--- src/rtl/muldiv_unit.sv ---
// Iterative multiply/divide unit: MUL, UMULL, SMULL (sign-magnitude) and unsigned DIV.
// Latency: start sampled at edge E0 -> done high between E34 and E35 for every op.
// Backpressure: none; start is ignored while busy, and a start during the done cycle is accepted.
module muldiv_unit #(
  parameter int WIDTH = 32
) (
  input  logic             clk,
  input  logic             reset,
  input  logic             start,
  input  logic [3:0]       ALUControl,
  input  logic [WIDTH-1:0] SrcA,
  input  logic [WIDTH-1:0] SrcB,
  output logic             busy,
  output logic             done,
  output logic [WIDTH-1:0] ResultLo,
  output logic [WIDTH-1:0] ResultHi,
  output logic [3:0]       MulFlags
);

  localparam int CW = $clog2(WIDTH + 1);
  localparam logic [CW-1:0] LAST_STEP = CW'(WIDTH - 1);

  localparam logic [3:0] OP_MUL   = 4'b0100;
  localparam logic [3:0] OP_UMULL = 4'b0110;
  localparam logic [3:0] OP_SMULL = 4'b1000;
  localparam logic [3:0] OP_DIV   = 4'b0111;

  typedef enum logic [1:0] {
    IDLE = 2'd0,
    CALC = 2'd1,
    FIN  = 2'd2,
    DONE = 2'd3
  } state_t;

  state_t state, state_next;

  // Captured operation. opnd is the multiplicand for multiplies and the
  // divisor for DIV; acc holds {high half, low half} of the working value.
  logic [3:0]         op;
  logic [WIDTH-1:0]   opnd;
  logic               sign;
  logic [2*WIDTH-1:0] acc;
  logic [CW-1:0]      cnt;

  logic               supported;
  logic               accept;
  logic               busy_next;
  logic               done_next;

  logic [WIDTH-1:0]   abs_a;
  logic [WIDTH-1:0]   abs_b;
  logic [WIDTH-1:0]   opnd_init;
  logic [2*WIDTH-1:0] acc_init;
  logic               sign_init;

  logic [WIDTH:0]     sum;
  logic [WIDTH:0]     shifted;
  logic [WIDTH-1:0]   diff;
  logic               ge;
  logic [2*WIDTH-1:0] acc_step;

  logic [2*WIDTH-1:0] prod;
  logic [WIDTH-1:0]   fin_lo;
  logic [WIDTH-1:0]   fin_hi;
  logic [3:0]         fin_flags;

  // Decode of the opcodes this unit accepts; anything else leaves it idle.
  always_comb begin
    supported = (ALUControl == OP_MUL)   || (ALUControl == OP_UMULL) ||
                (ALUControl == OP_SMULL) || (ALUControl == OP_DIV);
  end

  // Operand preparation at capture time. Unary minus of the most negative
  // value wraps back to itself, which is exactly its unsigned magnitude.
  always_comb begin
    abs_a     = SrcA[WIDTH-1] ? -SrcA : SrcA;
    abs_b     = SrcB[WIDTH-1] ? -SrcB : SrcB;
    opnd_init = SrcA;
    acc_init  = {{WIDTH{1'b0}}, SrcB};
    sign_init = 1'b0;
    case (ALUControl)
      OP_SMULL: begin
        opnd_init = abs_a;
        acc_init  = {{WIDTH{1'b0}}, abs_b};
        sign_init = SrcA[WIDTH-1] ^ SrcB[WIDTH-1];
      end
      OP_DIV: begin
        opnd_init = SrcB;
        acc_init  = {{WIDTH{1'b0}}, SrcA};
      end
      default: begin
        opnd_init = SrcA;
        acc_init  = {{WIDTH{1'b0}}, SrcB};
      end
    endcase
  end

  // One radix-2 iteration: shift-add for multiplies, restoring step for DIV.
  always_comb begin
    // Multiply: the low half starts as the multiplier and is consumed LSB
    // first while the partial product grows into the high half.
    sum     = {1'b0, acc[2*WIDTH-1:WIDTH]} + {1'b0, opnd};
    // Divide: partial remainder shifted left with the next dividend bit.
    // The remainder is always below the divisor, so a set top bit of
    // shifted implies the subtraction succeeds and the result fits WIDTH.
    shifted = {acc[2*WIDTH-1:WIDTH], acc[WIDTH-1]};
    ge      = (shifted >= {1'b0, opnd});
    diff    = shifted[WIDTH-1:0] - opnd;
    if (op == OP_DIV) begin
      if (ge) begin
        acc_step = {diff, acc[WIDTH-2:0], 1'b1};
      end else begin
        acc_step = {shifted[WIDTH-1:0], acc[WIDTH-2:0], 1'b0};
      end
    end else begin
      if (acc[0]) begin
        acc_step = {sum, acc[WIDTH-1:1]};
      end else begin
        acc_step = {1'b0, acc[2*WIDTH-1:1]};
      end
    end
  end

  // Result formatting and flags; the signed product is negated here only.
  always_comb begin
    prod      = sign ? -acc : acc;
    fin_lo    = acc[WIDTH-1:0];
    fin_hi    = acc[2*WIDTH-1:WIDTH];
    fin_flags = 4'b0000;
    case (op)
      OP_MUL: begin
        fin_lo    = acc[WIDTH-1:0];
        fin_hi    = '0;
        fin_flags = {acc[WIDTH-1], (acc[WIDTH-1:0] == '0), 2'b00};
      end
      OP_UMULL, OP_SMULL: begin
        fin_lo    = prod[WIDTH-1:0];
        fin_hi    = prod[2*WIDTH-1:WIDTH];
        fin_flags = {prod[2*WIDTH-1], (prod == '0), 2'b00};
      end
      default: begin
        // DIV: quotient in the low half, remainder in the high half.
        fin_lo    = acc[WIDTH-1:0];
        fin_hi    = acc[2*WIDTH-1:WIDTH];
        fin_flags = {acc[WIDTH-1], (acc[WIDTH-1:0] == '0), 2'b00};
      end
    endcase
  end

  // Next-state logic. busy/done are registered, so they follow the FSM by
  // one cycle: done is high while the FSM is already back in IDLE, which
  // lets a start in the done cycle be accepted.
  always_comb begin
    state_next = state;
    accept     = 1'b0;
    busy_next  = busy;
    done_next  = 1'b0;
    case (state)
      IDLE: begin
        if (start && supported) begin
          accept     = 1'b1;
          busy_next  = 1'b1;
          state_next = CALC;
        end
      end
      CALC: begin
        if (cnt == LAST_STEP) begin
          state_next = FIN;
        end
      end
      FIN: begin
        state_next = DONE;
      end
      DONE: begin
        busy_next  = 1'b0;
        done_next  = 1'b1;
        state_next = IDLE;
      end
      default: begin
        state_next = IDLE;
      end
    endcase
  end

  // State register.
  always_ff @(posedge clk or posedge reset) begin
    if (reset) begin
      state <= IDLE;
    end else begin
      state <= state_next;
    end
  end

  // Datapath registers: capture, iterate, and publish results in FIN.
  always_ff @(posedge clk or posedge reset) begin
    if (reset) begin
      busy     <= 1'b0;
      done     <= 1'b0;
      op       <= 4'b0000;
      opnd     <= '0;
      sign     <= 1'b0;
      acc      <= '0;
      cnt      <= '0;
      ResultLo <= '0;
      ResultHi <= '0;
      MulFlags <= 4'b0000;
    end else begin
      busy <= busy_next;
      done <= done_next;
      if (accept) begin
        op   <= ALUControl;
        opnd <= opnd_init;
        acc  <= acc_init;
        sign <= sign_init;
        cnt  <= '0;
      end else if (state == CALC) begin
        acc <= acc_step;
        cnt <= cnt + CW'(1);
      end
      if (state == FIN) begin
        ResultLo <= fin_lo;
        ResultHi <= fin_hi;
        MulFlags <= fin_flags;
      end
    end
  end

endmodule

--- config.mk ---
export PLATFORM = sky130hd
export DESIGN_NAME = muldiv_unit
export DESIGN_NICKNAME = d
export VERILOG_FILES = /design/src/rtl/muldiv_unit.sv
export SDC_FILE = /design/constraint.sdc
export NUM_CORES = 1
export LEC_CHECK = 0
export BUFFER_PORTS_ARGS = -buffer_cell sky130_fd_sc_hd__buf_2
export CAP_MARGIN = 25
export CELL_PAD_IN_SITES_DETAIL_PLACEMENT = 2
export CELL_PAD_IN_SITES_GLOBAL_PLACEMENT = 2
export CORE_UTILIZATION = 32
export DETAILED_ROUTE_END_ITERATION = 10
export HOLD_SLACK_MARGIN = 0.12
export PLACE_DENSITY = 0.79
export SYNTH_ARGS = -nofsm -noshare
export SYNTH_HDL_FRONTEND = slang
export SYNTH_SLANG_ARGS = --single-unit
--- constraint.sdc ---
create_clock -name clk -period 4.8 [get_ports clk]
set_clock_uncertainty 0.2 [all_clocks]
set_input_delay 0.24 -clock clk [delete_from_list [all_inputs] [get_ports clk]]
set_output_delay 0.24 -clock clk [all_outputs]
set_load 0.02 [all_outputs]
==> impl_metrics.ini <==
[run_status]
status = finished clean

[critical_path]
startpoint_type = flip-flop
critPathRequiredTime_ns = 5.04
cpMaxStageDelayCell = a2111oi_0
endpoint_kind = flip-flop
critPathTopFamily = simple AND/OR/NAND/NOR gates
cp_max_fo = 11
path_cells = buf_4 > or3_1 > nor4b_1 > nand2_1 > o21ai_0 > nor3b_1 > o2111ai_1 > a2111oi_0 > nand4_1 > or4_1 > o21ai_1
path_buf_inv = 1
path_class = reg2reg
worstPathArrival_ns = 4.67
max_stage_delay_ns = 0.80

[worst_hold_path]
min_path_type = in2async

[floorplanning]
die_x_um = 229
coreArea_um2 = 50500
dieArea_um2 = 52500
die_height_um = 229
pin_count = 141
start_util_pct = 32.7
fp-row-count = 82

[synth]
yosysUniqueCellTypes = 84
syn_area_um2 = 16500
ys_warn_count = 0
synth_area_leaders = dfrtp_1 (27%), a21oi_1 (7.1%), nand2_1 (5.7%)
synthCells = 2255
async_reset_ff_share_pct = 100
synth_top_flop_cell = dfrtp_1
synth.avg_cell_area_um2 = 7.32
ys_ff_latch = 177
synth_top_area_share_pct = 26.8
ys_seq_area_share_pct = 26.8
synth_edf_count = 0
yosys.area.top_type = dfrtp_1

[global_route]
overflow = 0
grt_use_total_pct = 32.2
antenna_found_initial = 7
grt_pass1_wl_um = 129000
grt_pass1_vias = 20158
grt_max_degree = 97

[timing]
rsz0062_at_grt = no
finalHoldViolations = 0
clock.fmax_ghz = 0.226
setup_viol = 0
min_period_over_period_pct = 92.3
worstMarginPinSlew_ns = 1.02
fin_crit_ns = 4.43
tns_ns = 0
maxSlewHeadroom_pct = 31.8
finalMaxSlewViolations = 0

[detailed_routing]
firstDrtPassIters = 5
drt_first_iter_violations = 1605
viasPerCell = 6.27
drt_wl_total_um = 85600
wire_per_inst_um = 27.8
ant_nets = 0
vias = 19304
drc = 0

[clock_tree]
post-cts-setup-buffers = 0
numCtsBuffers = 17
cts.repair.resized = 0
insertion_delay_ns = 0.52
cts_tree = done
cts.htree.levels = 4
clock_path_buffers = 2
cts-hold-fix-buffers = 91
cts.sinks = 177
clk_pin_slew_ns = 0.08
cts_root_buffer = clkbuf_16

[power_and_ir_drop]
cellPowerDensity_nw_per_um2 = 816
power_frac_seq_pct = 21.1
intPower_mw = 6.90
p_leak_nw = 7.88
ir_drop_uv = 423
p_comb_share_pct = 69.5
p_sw_mw = 8.99
clkPwrFrac_pct = 9.4
fin_total_pwr_mw = 15.9
swShare_pct = 56.5

[place]
placed_cell_area_um2 = 17900
hpwlAfterDp_um = 60900
io_buffer_count = 138
gp_congestion = 0.937

[final_layout]
num-fill-cells = 5889
nNetsFinal = 2536
seq_area_um2 = 4430
syn_to_final_growth_pct = 18.0
multi_input_area_um2 = 11100
drive_above_1_share_pct = 12.2
final_area_um2 = 19500

[run]
drv_cap = 0
[per-layer routing]
metal	vias to the layer above	global-route usage, %	part of all wire, %
met5	-	0	0.042
met4	6	13.7	3.8
met3	161	4.69	6.2
met2	806	51.3	46
met1	9833	43.4	44
li1	8498	-	-
[worst min-delay path: cells and delay by family]
kind	cells	cell delay, ns
buffers and inverters	3	1.08
[metrics by stage]
step	worst slack (ns)	util [%]	hold WS, ns	cells
after floorplan	0.732	-	0.145	2256
after global placement	0.163	35.5	0.145	2949
after detailed placement	0.140	35.5	0.154	2949
after CTS	0.0929	38.5	0.133	3072
after global routing	0.160	38.6	0.192	3078
final	0.371	38.6	0.156	3079
[flip-flops by register name, indices dropped and copies added (netlist names)]
register / count
MulFlags: 2
busy: 1
done: 1
cnt: 6
sign: 1
op: 4
opnd: 32
acc: 64
state: 2
ResultHi: 32
ResultLo: 32
[layout by cell type, fill, tap and decap left out, types with 21 or more instances in the layout]
cell	instances
a211oi_1	41
a21o_1	35
a21oi_1	234
a221oi_1	24
a22oi_1	22
a31oi_1	41
buf_2	138
buf_4	70
dfrtp_1	175
dlygate4sd3_1	91
ha_1	71
inv_1	67
nand2_1	250
nand3_1	67
nand4_1	22
nor2_1	239
nor2b_1	21
nor3_1	61
nor4_1	26
o211ai_1	46
o21ai_0	177
o31ai_1	25
xnor2_1	64
xor2_1	49
[final cells by class]
type | count | share of cell area, %
Clock inverter | 12 | 0.643
Inverter | 72 | 1.41
Tap cell | 672 | 4.32
Timing Repair Buffer | 304 | 11.3
Clock buffer | 20 | 2.29
Sequential cell | 177 | 22.8
Multi-Input combinational cell | 1818 | 57.2
Antenna cell | 4 | 0.0514
[power by group through the flow]
stage,Clock (mW),Sequential (mW),Combinational [mW]
global placement,0,3.28,10.1
finish,1.49,3.36,11.0
CTS,1.51,3.31,10.8
detailed placement,0,3.33,10.5
global route,1.56,3.42,11.9
floorplan,0,2.99,7.02
[final timing paths]
check	to	cells past startpoint	slack (ns)	startpoint
min in group clk	opnd[30]	6	0.19	SrcA[28]
min	ResultLo[26]	3	0.16	reset
max	MulFlags[2]	11	0.37	acc[31]
min reg2reg	ResultHi[0]	1	0.28	ResultHi[0]
max in group asynchronous	opnd[31]	4	2.93	reset
max reg2reg	MulFlags[2]	11	0.37	acc[31]
[cell families (layout without fill, tap and decap cells)]
logic type	after synthesis	after routing	synth area share, %
adder cells (fa/ha/maj)	75	75	5.78
buffers and inverters	261	408	6.07
flip-flops	177	177	26.8
multiplexers	24	24	1.50
AO/OA/AOI/OAI	793	793	30.6
AND/OR/NAND/NOR	811	811	23.2
other	1	6	0.0227
XOR/XNOR	113	113	6.00
[synth_stat cells, drive strengths merged (13+ instances only)]
cell / number
a211oi: 41
a21o: 35
a21oi: 235
a221oi: 24
a22oi: 22
a31oi: 42
and3: 14
buf: 17
clkbuf: 172
dfrtp: 177
ha: 73
inv: 68
mux2i: 18
nand2: 250
nand2b: 13
nand3: 68
nand4: 22
nor2: 242
nor2b: 21
nor3: 62
nor4: 28
o211ai: 46
o21a: 16
o21ai: 181
o31ai: 25
or2: 13
or3: 14
or4: 13
xnor2: 64
xor2: 49
(Power assumes the default switching activity.)
